## src/rtl/control_unit.sv

```systemverilog
// Moore control sequencer: fetch in T0-T2 (T1 stalls on Mem_ready), execute in T3-T6, Stop halts at instruction boundary.
// Optional mul/div execution (T5 LOin, T6 HIin) is built only when CTRL_MULDIV_EN is defined.
module control_unit (
  input  logic        Clock,
  input  logic        Resetn,
  input  logic [31:0] IR,
  input  logic        Mem_ready,
  input  logic        Stop,
  output logic        PCout,
  output logic        Zhighout,
  output logic        Zlowout,
  output logic        MDRout,
  output logic        HIout,
  output logic        LOout,
  output logic        MARin,
  output logic        Zin,
  output logic        PCin,
  output logic        MDRin,
  output logic        IRin,
  output logic        Yin,
  output logic        HIin,
  output logic        LOin,
  output logic        IncPC,
  output logic        Read,
  output logic [15:0] Rin,
  output logic [15:0] Rout,
  output logic [4:0]  opcode,
  output logic        Run
);

  typedef enum logic [3:0] {
    RST  = 4'd0,
    T0   = 4'd1,
    T1   = 4'd2,
    T2   = 4'd3,
    T3   = 4'd4,
    T4   = 4'd5,
    T5   = 4'd6,
    T6   = 4'd7,
    HALT = 4'd8
  } state_t;

  state_t state_q, state_d;
  logic   t1_wait_q, t1_wait_d;

  logic [4:0] op;
  logic [3:0] ra, rb, rc;
  logic       is_bin, is_un, is_md, is_halt;
  logic       unused_ir;

  assign op        = IR[31:27];
  assign ra        = IR[26:23];
  assign rb        = IR[22:19];
  assign rc        = IR[18:15];
  assign unused_ir = ^IR[14:0];

  function automatic logic [15:0] onehot(input logic [3:0] idx);
    onehot = 16'h0001 << idx;
  endfunction

  always_comb begin
    is_bin  = 1'b0;
    is_un   = 1'b0;
    is_md   = 1'b0;
    is_halt = 1'b0;
    case (op)
      5'b00011, 5'b00100, 5'b00101, 5'b00110, 5'b00111,
      5'b01000, 5'b01001, 5'b01010, 5'b01011: is_bin = 1'b1;
`ifdef CTRL_MULDIV_EN
      5'b01111, 5'b10000: begin
        is_bin = 1'b1;
        is_md  = 1'b1;
      end
`endif
      5'b10001, 5'b10010: is_un   = 1'b1;
      5'b11011:           is_halt = 1'b1;
      default: ;
    endcase
  end

  // Stop is only honoured on the final state of an instruction.
  always_comb begin
    state_d   = state_q;
    t1_wait_d = 1'b0;
    case (state_q)
      RST: state_d = T0;
      T0:  state_d = T1;
      T1: begin
        t1_wait_d = !Mem_ready;
        if (Mem_ready) state_d = T2;
      end
      T2: state_d = T3;
      T3: begin
        if (is_halt)              state_d = HALT;
        else if (is_bin || is_un) state_d = T4;
        else                      state_d = Stop ? HALT : T0;
      end
      T4: state_d = T5;
      T5: begin
        if (is_md) state_d = T6;
        else       state_d = Stop ? HALT : T0;
      end
      T6:      state_d = Stop ? HALT : T0;
      HALT:    state_d = HALT;
      default: state_d = RST;
    endcase
  end

  always_ff @(posedge Clock or negedge Resetn) begin
    if (!Resetn) begin
      state_q   <= RST;
      t1_wait_q <= 1'b0;
    end else begin
      state_q   <= state_d;
      t1_wait_q <= t1_wait_d;
    end
  end

  assign HIout = 1'b0;
  assign LOout = 1'b0;
  assign Run   = Resetn && (state_q != HALT);

  always_comb begin
    PCout    = 1'b0;
    Zhighout = 1'b0;
    Zlowout  = 1'b0;
    MDRout   = 1'b0;
    MARin    = 1'b0;
    Zin      = 1'b0;
    PCin     = 1'b0;
    MDRin    = 1'b0;
    IRin     = 1'b0;
    Yin      = 1'b0;
    HIin     = 1'b0;
    LOin     = 1'b0;
    IncPC    = 1'b0;
    Read     = 1'b0;
    Rin      = 16'h0000;
    Rout     = 16'h0000;
    opcode   = 5'b00000;
    case (state_q)
      T0: begin
        PCout = 1'b1;
        MARin = 1'b1;
        IncPC = 1'b1;
        Zin   = 1'b1;
      end
      T1: begin
        Zlowout = 1'b1;
        Read    = 1'b1;
        MDRin   = 1'b1;
        PCin    = !t1_wait_q;
      end
      T2: begin
        MDRout = 1'b1;
        IRin   = 1'b1;
      end
      T3: begin
        if (is_bin) begin
          Rout = onehot(rb);
          Yin  = 1'b1;
        end
      end
      T4: begin
        Rout   = is_bin ? onehot(rc) : onehot(rb);
        opcode = op;
        Zin    = 1'b1;
      end
      T5: begin
        Zlowout = 1'b1;
        if (is_md) LOin = 1'b1;
        else       Rin  = onehot(ra);
      end
      T6: begin
        Zhighout = 1'b1;
        HIin     = 1'b1;
      end
      default: ;
    endcase
  end

endmodule

```

## config.mk

```make
export PLATFORM = sky130hd
export DESIGN_NAME = control_unit
export DESIGN_NICKNAME = d
export VERILOG_FILES = /design/src/rtl/control_unit.sv
export SDC_FILE = /design/constraint.sdc
export NUM_CORES = 1
export LEC_CHECK = 0
export BUFFER_PORTS_ARGS = -buffer_cell sky130_fd_sc_hd__buf_2
export CAP_MARGIN = 20
export CORE_MARGIN = 5
export CORE_UTILIZATION = 39
export CTS_CLUSTER_SIZE = 40
export DETAILED_ROUTE_END_ITERATION = 8
export PLACE_DENSITY = 0.84
export REMOVE_ABC_BUFFERS = 1
export SLEW_MARGIN = 20
export SYNTH_ARGS = -nofsm -noshare
export SYNTH_HDL_FRONTEND = slang
export SYNTH_SLANG_ARGS = --single-unit
```

## constraint.sdc

```tcl
create_clock -name Clock -period 4.85 [get_ports Clock]
set_input_delay 0.485 -clock Clock [delete_from_list [all_inputs] [get_ports Clock]]
set_output_delay 0.485 -clock Clock [all_outputs]
set_load 0.005 [all_outputs]
```

==> qor.csv, run 1 <==
metric,value,unit
cap_viol_max_count,0,
preCtsSetupSlack,2.47,ns
postCtsHoldBufs,0,
numCtsBuffers,3,
cts_tree,yes,
drive_above_1_share,42.9,%
timing.final.crit_share,54.4,%
fin_tns_setup,0,ns
track_usage,14.4,%
p_leak,0.673,nW
routed_wl,2.72,mm
slew_viol_final,0,
status,finished clean,
ir_worst_vdd,236,uV
rows,17,
cp-end-kind,primary output,
setup_ws,2.21,ns
synth.avg_cell_area,7.07,um2
rsz0062_at_grt,no,
rr_worst_depth,3,
antenna_found_initial,0,
post-cts-setup-buffers,0,
start_util,41.7,%
grt_max_degree,11,
critPathKind,register to primary output,
synth_cells,133,
max_freq,0.379,GHz
clockBufferDepth,2,
hold_viol,0,
critPathLaunchType,register,
die_x,59.1,um
ant_nets,0,
die_area,3490,um2
viasPerCell,5.28,
crit_fanout,8,
clkTransAtPathRegs,0.04,ns
grt_pass1_wl,4.14,mm
setup_violations,0,
final.setup_skew,0.00252,ns
hold_class,input port to async pin,
grt_pass1_vias,1033,
fin_crit,2.64,ns
ys_types,41,
die_h,59.1,um
finalPower,0.315,mW
cts_resized,0,
io_buffers,71,
drc,0,
cp.arrival,2.15,ns
instances_no_fill,224,
synth-edff-count,0,
drtPass1Iterations,4,
dp.cells,220,
via_count,1182,
clkLatencyLatePin,0.24,ns
wl_per_cell,12.1,um
cts_htree_levels,1,
clkSinkCount,5,
diodes,0,
async_flop_share,100,%
p_per_area,252,nW/um2
ys_ff_latch,5,
synth_warnings,0,
synth_ff_type,dfrtp_1,
post-dp-hpwl,2.29,mm
drt_iter0_markers,55,
syn-cell-area,940,um2
fillCellCount,237,
grt-ovfl-total,0,
critPathRequiredTime,4.37,ns
layout-area-overhead-vs-synth,33.0,%
nets,233,
core_area,2250,um2
seq_area_frac_synth,13.3,%
gp_congestion,0.811,
root_buffer,clkbuf_4,
top_level_ports,90,
[power breakdown]
| part | switching (mW) | internal [mW] |
|---|---|---|
| logic | 0.0962 | 0.0860 |
| registers | 0.0268 | 0.0580 |
| clock network | 0.0167 | 0.0311 |
[layout make-up]
| type | count | area (um2) | share of cell area (%) |
|---|---|---|---|
| inverters | 4 | 15.0 | 1.20 |
| multi-input cells | 112 | 693 | 55.5 |
| flip-flops and latches | 5 | 125 | 10.0 |
| repair buffers | 71 | 355 | 28.4 |
| clock buffers | 4 | 26.3 | 2.10 |
| well taps | 28 | 35.0 | 2.80 |
[through the flow]
step	hold slack, ns	area [um2]	utilization [%]
after CTS	0.0419	1250	55.4
after global placement	0.304	1220	54.3
after global routing	0.0498	1250	55.4
final	0.0463	1250	55.4
after detailed placement	0.304	1220	54.3
after floorplan	0.189	833	-
[cells in the final DEF, fill, tap and decap left out, drive strengths merged, types with 4 or more instances in the layout]
cell type	instances
o22ai	17
inv	4
nand3	4
dfrtp	5
nor2	21
clkbuf	4
nor3	7
o21ai	4
nor2b	5
and2	5
buf	71
nand2b	7
nand2	6
[metal layers]
layer  global-route usage (%)  part of all wire (%)  vias to the layer above
li1                         -                     -                      607
met1                     16.3                    38                      538
met2                     27.3                    56                       33
met3                     1.31                   4.4                        4
met4                     5.83                   1.4                        0
met5                        0                     0                        -
[sequential cells by signal (all words and copies together), names as in the netlist]
name,flops
state_q,4
t1_wait_q,1
[critical path, stage by stage (launching register included)]
cell and delay [ns]:
dfrtp_1 0.44, or4b_1 0.57, and3b_1 0.42, o211ai_4 0.14, o22ai_1 0.20, buf_2 0.14
[path summary, 6_finish.rpt]
kind                            startpoint    endpoint  slack, ns
max in group asynchronous           Resetn  state_q[3]       4.67
min in group Clock               Mem_ready   t1_wait_q       0.41
worst max-delay path            state_q[0]    Rout[15]       2.21
worst min register to register  state_q[3]  state_q[0]       0.62
worst min-delay path                Resetn  state_q[2]       0.05
worst max register to register  state_q[1]   t1_wait_q       3.53
[cells by family (layout without fill, tap and decap cells)]
logic type | Yosys count | in the layout | share of synthesized area, %
adders and majority gates | 1 | 1 | 1.07
DFF | 5 | 5 | 13.3
xor gates and xnor gates | 1 | 1 | 0.932
other | 1 | 3 | 0.399
AOI/OAI and AO/OA | 34 | 34 | 27.7
buffers and inverters | 18 | 79 | 13.7
and+or+nand+nor | 73 | 73 | 42.9
[synthesized netlist by cell type, types with 3 or more instances]
| library cell | number | share of area (%) |
|---|---|---|
| inv_1 | 4 | 1.6 |
| buf_6 | 3 | 3.6 |
| and2_1 | 5 | 3.3 |
| nor2b_1 | 5 | 3.3 |
| nand3b_1 | 3 | 2.4 |
| nor2_1 | 21 | 8.4 |
| o21ai_2 | 3 | 2.8 |
| buf_4 | 10 | 8.0 |
| nand2b_1 | 7 | 4.7 |
| or3_1 | 3 | 2.0 |
| nand2_1 | 6 | 2.4 |
| dfrtp_1 | 5 | 13 |
| nand3_1 | 4 | 2.1 |
| nor3_1 | 7 | 3.7 |
| o22ai_1 | 17 | 11 |
Note: power is estimated with default switching activity, not from simulation.
==> run 2: changes to the inputs <==
ABC_AREA = 1   (was unset)
CORE_UTILIZATION = 41   (was 39)
PLACE_DENSITY = 0.8   (was 0.84)
clock period = 2.6 ns   (was 4.85 ns; I/O delays follow)
==> run 2 against run 1 <==
Effect of this change: via count grew 39%; hold slack gained 0.14 ns; non-clock buffer count grew 1; clock skew grew 0.0055 ns; utilization shrank 1.1 points; critical path type is now input port to primary output; largest cell class unchanged.
==> qor.csv, run 2 <==
metric,value,unit,change
hold_class,input port to register,,
gp_congestion,0.888,,+9.5%
rsz0062_at_grt,no,,
via_count,1648,,+39%
ir_worst_vdd,192,uV,-19%
timing.final.crit_share,73.4,%,
fin_tns_setup,0,ns,unchanged
cts_resized,0,,unchanged
drive_above_1_share,34.3,%,-8.6 points
diodes,0,,unchanged
synth_fa_ha_area_share,0,%,-1.1 points
hold_viol,0,,unchanged
die_h,64.5,um,+9.1%
viasPerCell,5.30,,+0.42%
post-cts-setup-buffers,0,,unchanged
synth_top_area_cell,nor2_1,,
crit_fanout,21,,+13
synth_warnings,0,,unchanged
layout_common_cells,"71 x buf_2, 39 x nor2_1, 30 x nand2_1",,
grt_pass1_vias,1400,,+36%
synth_top_family_by_area,simple AND/OR/NAND/NOR gates,,
cts_tree,yes,,
final.setup_skew,0.00802,ns,+0.00550 ns
critPathRequiredTime,2.34,ns,-2.03 ns
ant_nets,0,,unchanged
p_per_area,453,nW/um2,+80%
yosys.area_share.simple,45.8,%,+2.9 points
die_x,64.5,um,+9.1%
fin_crit,1.91,ns,
rows,19,,+2
clkTransAtPathRegs,0.05,ns,about the same
status,finished clean,,
setup_violations,0,,unchanged
ys_ff_latch,5,,unchanged
core_area,2810,um2,+24%
synth.avg_cell_area,5.55,um2,-21%
drtPass1Iterations,4,,unchanged
grt_max_degree,22,,+11
critPathLaunchType,input port,,
slew_viol_final,0,,unchanged
finalPower,0.690,mW,+120%
synth_ff_type,dfrtp_1,,
syn-cell-area,1220,um2,+29%
max_freq,0.524,GHz,
routed_wl,3.61,mm,+33%
seq_area_frac_synth,10.3,%,-3.0 points
cap_viol_max_count,0,,unchanged
top_level_ports,90,,unchanged
grt_pass1_wl,5.73,mm,+38%
final_core_util,54.3,%,-1.1 points
wl_per_cell,11.6,um,-4.3%
layout-area-overhead-vs-synth,25.3,%,
numCtsBuffers,3,,unchanged
whs,0.182,ns,+0.135 ns
drc,0,,unchanged
clkLatencyLatePin,0.25,ns,about the same
synth_top_area_share,12.0,%,-1.3 points
yosys-top-cells-area,"nor2_1 12%, nand3_1 11%, dfrtp_1 10%, o21ai_0 9.5%, nand2_1 9.3%",,
post-dp-hpwl,2.82,mm,+23%
clkSinkCount,5,,unchanged
nets,317,,+36%
die_area,4160,um2,+19%
netlist_top_cells_count,"39 x nor2_1, 30 x nand2_1, 26 x inv_1, 26 x nand3_1, 23 x o21ai_0",,
p_leak,0.878,nW,+30%
antenna_found_initial,0,,unchanged
synth_cells,219,,+65%
async_flop_share,100,%,unchanged
reg.largest.list,"state_q: 4 flops, t1_wait_q: 1 flops",,
largest_reg_flops,4,,unchanged
regMostFlops,state_q,,
drt_iter0_markers,107,,+95%
ys_types,23,,-44%
grt-ovfl-total,0,,unchanged
track_usage,16.3,%,+1.9 points
cp.arrival,1.65,ns,-0.50 ns
start_util,43.4,%,+1.7 points
synth.most_common_cell,nor2_1,,
muxShareOfSynthArea,0,%,unchanged
cts_htree_levels,1,,unchanged
clockBufferDepth,2,,unchanged
synth-edff-count,0,,unchanged
root_buffer,clkbuf_4,,
yosys.area_share.xor_xnor,0,%,-0.93 points
io_buffers,71,,unchanged
critPathKind,input port to primary output,,
cp-end-kind,primary output,,
synth_compound_area_share,23.6,%,-4.1 points
final_common_cell,buf_2,,
[run 2: per-stage QoR]
stage | cells | setup WS (ns) | cell area, um2
2_1_floorplan | 204 | 1.20 | 1090
3_3_place_gp | 306 | 0.723 | 1490
3_5_place_dp | 306 | 0.716 | 1490
4_1_cts | 311 | 0.713 | 1520
5_1_grt | 311 | 0.576 | 1520
6_report | 311 | 0.692 | 1520
[run 2: logic make-up after synthesis]
kind of cell,count (synthesis)
AND/OR/NAND/NOR,119
other,1
buffers and inverters,46
AO/OA/AOI/OAI,48
flip-flops,5
[run 2: path summary, 6_finish.rpt]
kind / end / cells after the start / from / slack, ns
min in group asynchronous: t1_wait_q / 2 / Resetn / 0.37
worst max register to register: state_q[2] / 6 / state_q[0] / 1.32
worst min-delay path: t1_wait_q / 2 / Mem_ready / 0.18
max in group asynchronous: state_q[3] / 2 / Resetn / 2.09
worst min register to register: state_q[1] / 1 / state_q[3] / 0.66
worst max-delay path: Rout[10] / 8 / IR[29] / 0.69
[run 2: routing by layer]
metal  wire length, um  up-vias  GRT usage [%]
li1                  -      839              -
met2              1710       70           28.1
met4                52        0           5.54
met5                 0        -              0
met3               254        9           3.45
met1              1590      730           20.1
[run 2: what timing repair did]
action	CTS	global route
endpoints found under the setup margin	0	0
hold buffers	1	0
endpoints found under the hold margin	5	0
[run 2: where the power goes]
part | leakage, nW | internal (mW) | switching (mW)
combinational | 0.798 | 0.169 | 0.281
clock | 0.0150 | 0.0581 | 0.0327
sequential | 0.0648 | 0.108 | 0.0412
total | 0.878 | 0.335 | 0.355
[run 2: cell type report]
type / instances / area [um2]
fill: 311 / 1280
multi-input combinational: 170 / 855
timing repair buffer: 72 / 365
sequential: 5 / 125
inverter: 29 / 114
tap: 31 / 38.8
clock buffer: 4 / 26.3
[run 2: worst max-delay path, stage by stage]
cell and delay (ns):
buf_2 0.11, nor2_1 0.09, nand2_1 0.08, nand2_2 0.34, clkinv_4 0.20, nand2_4 0.25, o21ai_0 0.16, buf_2 0.15
==> run 3: changes to the inputs <==
clock period = 2 ns   (was 2.6 ns; I/O delays follow)
==> run 3 against run 2 <==
Effect of this change: utilization up 0.27 points; global-route usage up 0.86 points; sequential share of layout area about the same; routed wire length up 0.28%; flip-flop and latch count unchanged; critical path depth down 2; sequential power up 30%; register-to-register slack worse by 0.60 ns; combinational power up 30%; setup slack worse by 0.53 ns; first-iteration DRC count down 13%; critical path type is now register to primary output.
==> qor.csv, run 3 (synthesized netlist as in run 2, its figures left out) <==
metric,value,unit,change
die_area,4160,um2,unchanged
hold_class,input port to register,,
ant_nets,0,,unchanged
wl_per_cell,11.6,um,about the same
setup_ws,0.165,ns,-0.527 ns
numCtsBuffers,3,,unchanged
drc,0,,unchanged
die_x,64.5,um,unchanged
finalPower,0.898,mW,+30%
cts_resized,0,,unchanged
drt_iter0_markers,93,,-13%
cts_htree_levels,1,,unchanged
internal-power,0.438,mW,+31%
track_usage,17.2,%,+0.86 points
final.setup_skew,0.00623,ns,-0.00179 ns
via_count,1614,,-2.1%
p_per_area,587,nW/um2,+30%
final_common_cell,buf_2,,
layout-area-overhead-vs-synth,25.9,%,
fin_crit,1.84,ns,
cp.arrival,1.64,ns,about the same
p_sw_share,51.3,%,-0.13 points
crit_family,flip-flops,,
diodes,0,,unchanged
placed_cell_area,1500,um2,+0.50%
whs,0.121,ns,-0.0605 ns
rr_worst_depth,5,,-1
worst-path-stages,6,,-2
reg.largest.list,"state_q: 4 flops, t1_wait_q: 1 flops",,
root_buffer,clkbuf_4,,
slowest_stage,dfrtp_1,,
grt_pass1_wl,5.94,mm,+3.6%
preCtsSetupSlack,0.432,ns,-0.283 ns
layout_common_cells,"71 x buf_2, 39 x nor2_1, 30 x nand2_1",,
final_core_util,54.6,%,+0.27 points
hold_depth,2,,unchanged
p_clk_share,13.1,%,about the same
slowest_delay,0.45,ns,+0.11 ns
cap_viol_max_count,0,,unchanged
clkLatencyLatePin,0.25,ns,about the same
post-cts-setup-buffers,0,,unchanged
top_level_ports,90,,unchanged
fillCellCount,302,,-2.9%
fin_area,1530,um2,+0.49%
cp-end-kind,primary output,,
clockBufferDepth,2,,unchanged
crit_buf_inv,2,,-1
p_comb_share,65.4,%,+0.2 points
clkSinkCount,5,,unchanged
grtUsageMet3,3.80,%,+0.35 points
rsz0062_at_grt,no,,
post-dp-hpwl,2.88,mm,+2.1%
max_freq,0.545,GHz,
met2_usage,29.5,%,+1.4 points
setup_violations,0,,unchanged
critPathRequiredTime,1.80,ns,-0.54 ns
io_buffers,71,,unchanged
power.net_switching,0.461,mW,+30%
largest_reg_flops,4,,unchanged
routed_wl,3.62,mm,+0.28%
critPathKind,register to primary output,,
clkTransAtPathRegs,0.04,ns,about the same
status,finished clean,,
ir_worst_vdd,257,uV,+34%
instances_no_fill,312,,+0.32%
start_util,43.4,%,unchanged
grt_pass1_vias,1398,,-0.14%
critPathLaunchType,register,,
grt_use_met1,20.8,%,+0.71 points
die_h,64.5,um,unchanged
rows,19,,unchanged
viasPerCell,5.17,,-2.4%
postCtsHoldBufs,1,,unchanged
drive_above_1_share,34.5,%,+0.23 points
timing.final.crit_share,91.8,%,
hold_viol,0,,unchanged
crit_fanout,16,,-24%
slew_viol_final,0,,unchanged
crit_chain,nor2_4 -> nand2_2 -> inv_2 -> nand2_4 -> o21ai_0 -> buf_2,,
nets,318,,+0.32%
antenna_found_initial,0,,unchanged
gp_congestion,0.885,,-0.30%
global_route.peak_usage_layer,met2,,
fin_tns_setup,0,ns,unchanged
dp.cells,307,,+0.33%
regMostFlops,state_q,,
p_seq_share,21.6,%,about the same
grt-ovfl-total,0,,unchanged
cts_tree,yes,,
grt_max_degree,21,,-4.5%
p_leak,0.882,nW,+0.52%
core_area,2810,um2,unchanged
drtPass1Iterations,5,,+1
==> run 3: cell count changes in the layout (fill, tap and decap cells not counted) <==
cell / before / now
buf_4: 0 / 1
==> run 3: final timing paths <==
kind,slack (ns),from,end
setup reg to reg,0.72,state_q[3],state_q[2]
hold reg to reg,0.67,state_q[3],state_q[1]
hold / removal,0.12,Mem_ready,t1_wait_q
min in group asynchronous,0.31,Resetn,t1_wait_q
max in group asynchronous,1.55,Resetn,state_q[3]
setup / recovery,0.16,state_q[3],Rout[10]
==> run 3: cell type report <==
class                   count  area (um2)  share of cell area (%)
inverters                  29         114                    7.43
clock buffers               4        26.3                    1.72
well taps                  31        38.8                    2.53
repair buffers             73         373                    24.3
multi-input cells         170         855                    55.8
flip-flops and latches      5         125                    8.17
==> run 3: per-layer routing <==
layer,wire length (um),vias to the layer above
met3,245,13
met2,1660,61
met1,1630,698
li1,-,842
met4,83,0
met5,0,-
==> run 3: power groups by stage <==
stage          combinational, mW  sequential (mW)  clock, mW
2_1_floorplan              0.358            0.184          0
5_1_grt                    0.652            0.198      0.131
3_5_place_dp               0.587            0.193          0
6_report                   0.587            0.194      0.118
3_3_place_gp               0.578            0.193          0
4_1_cts                    0.591            0.192      0.124
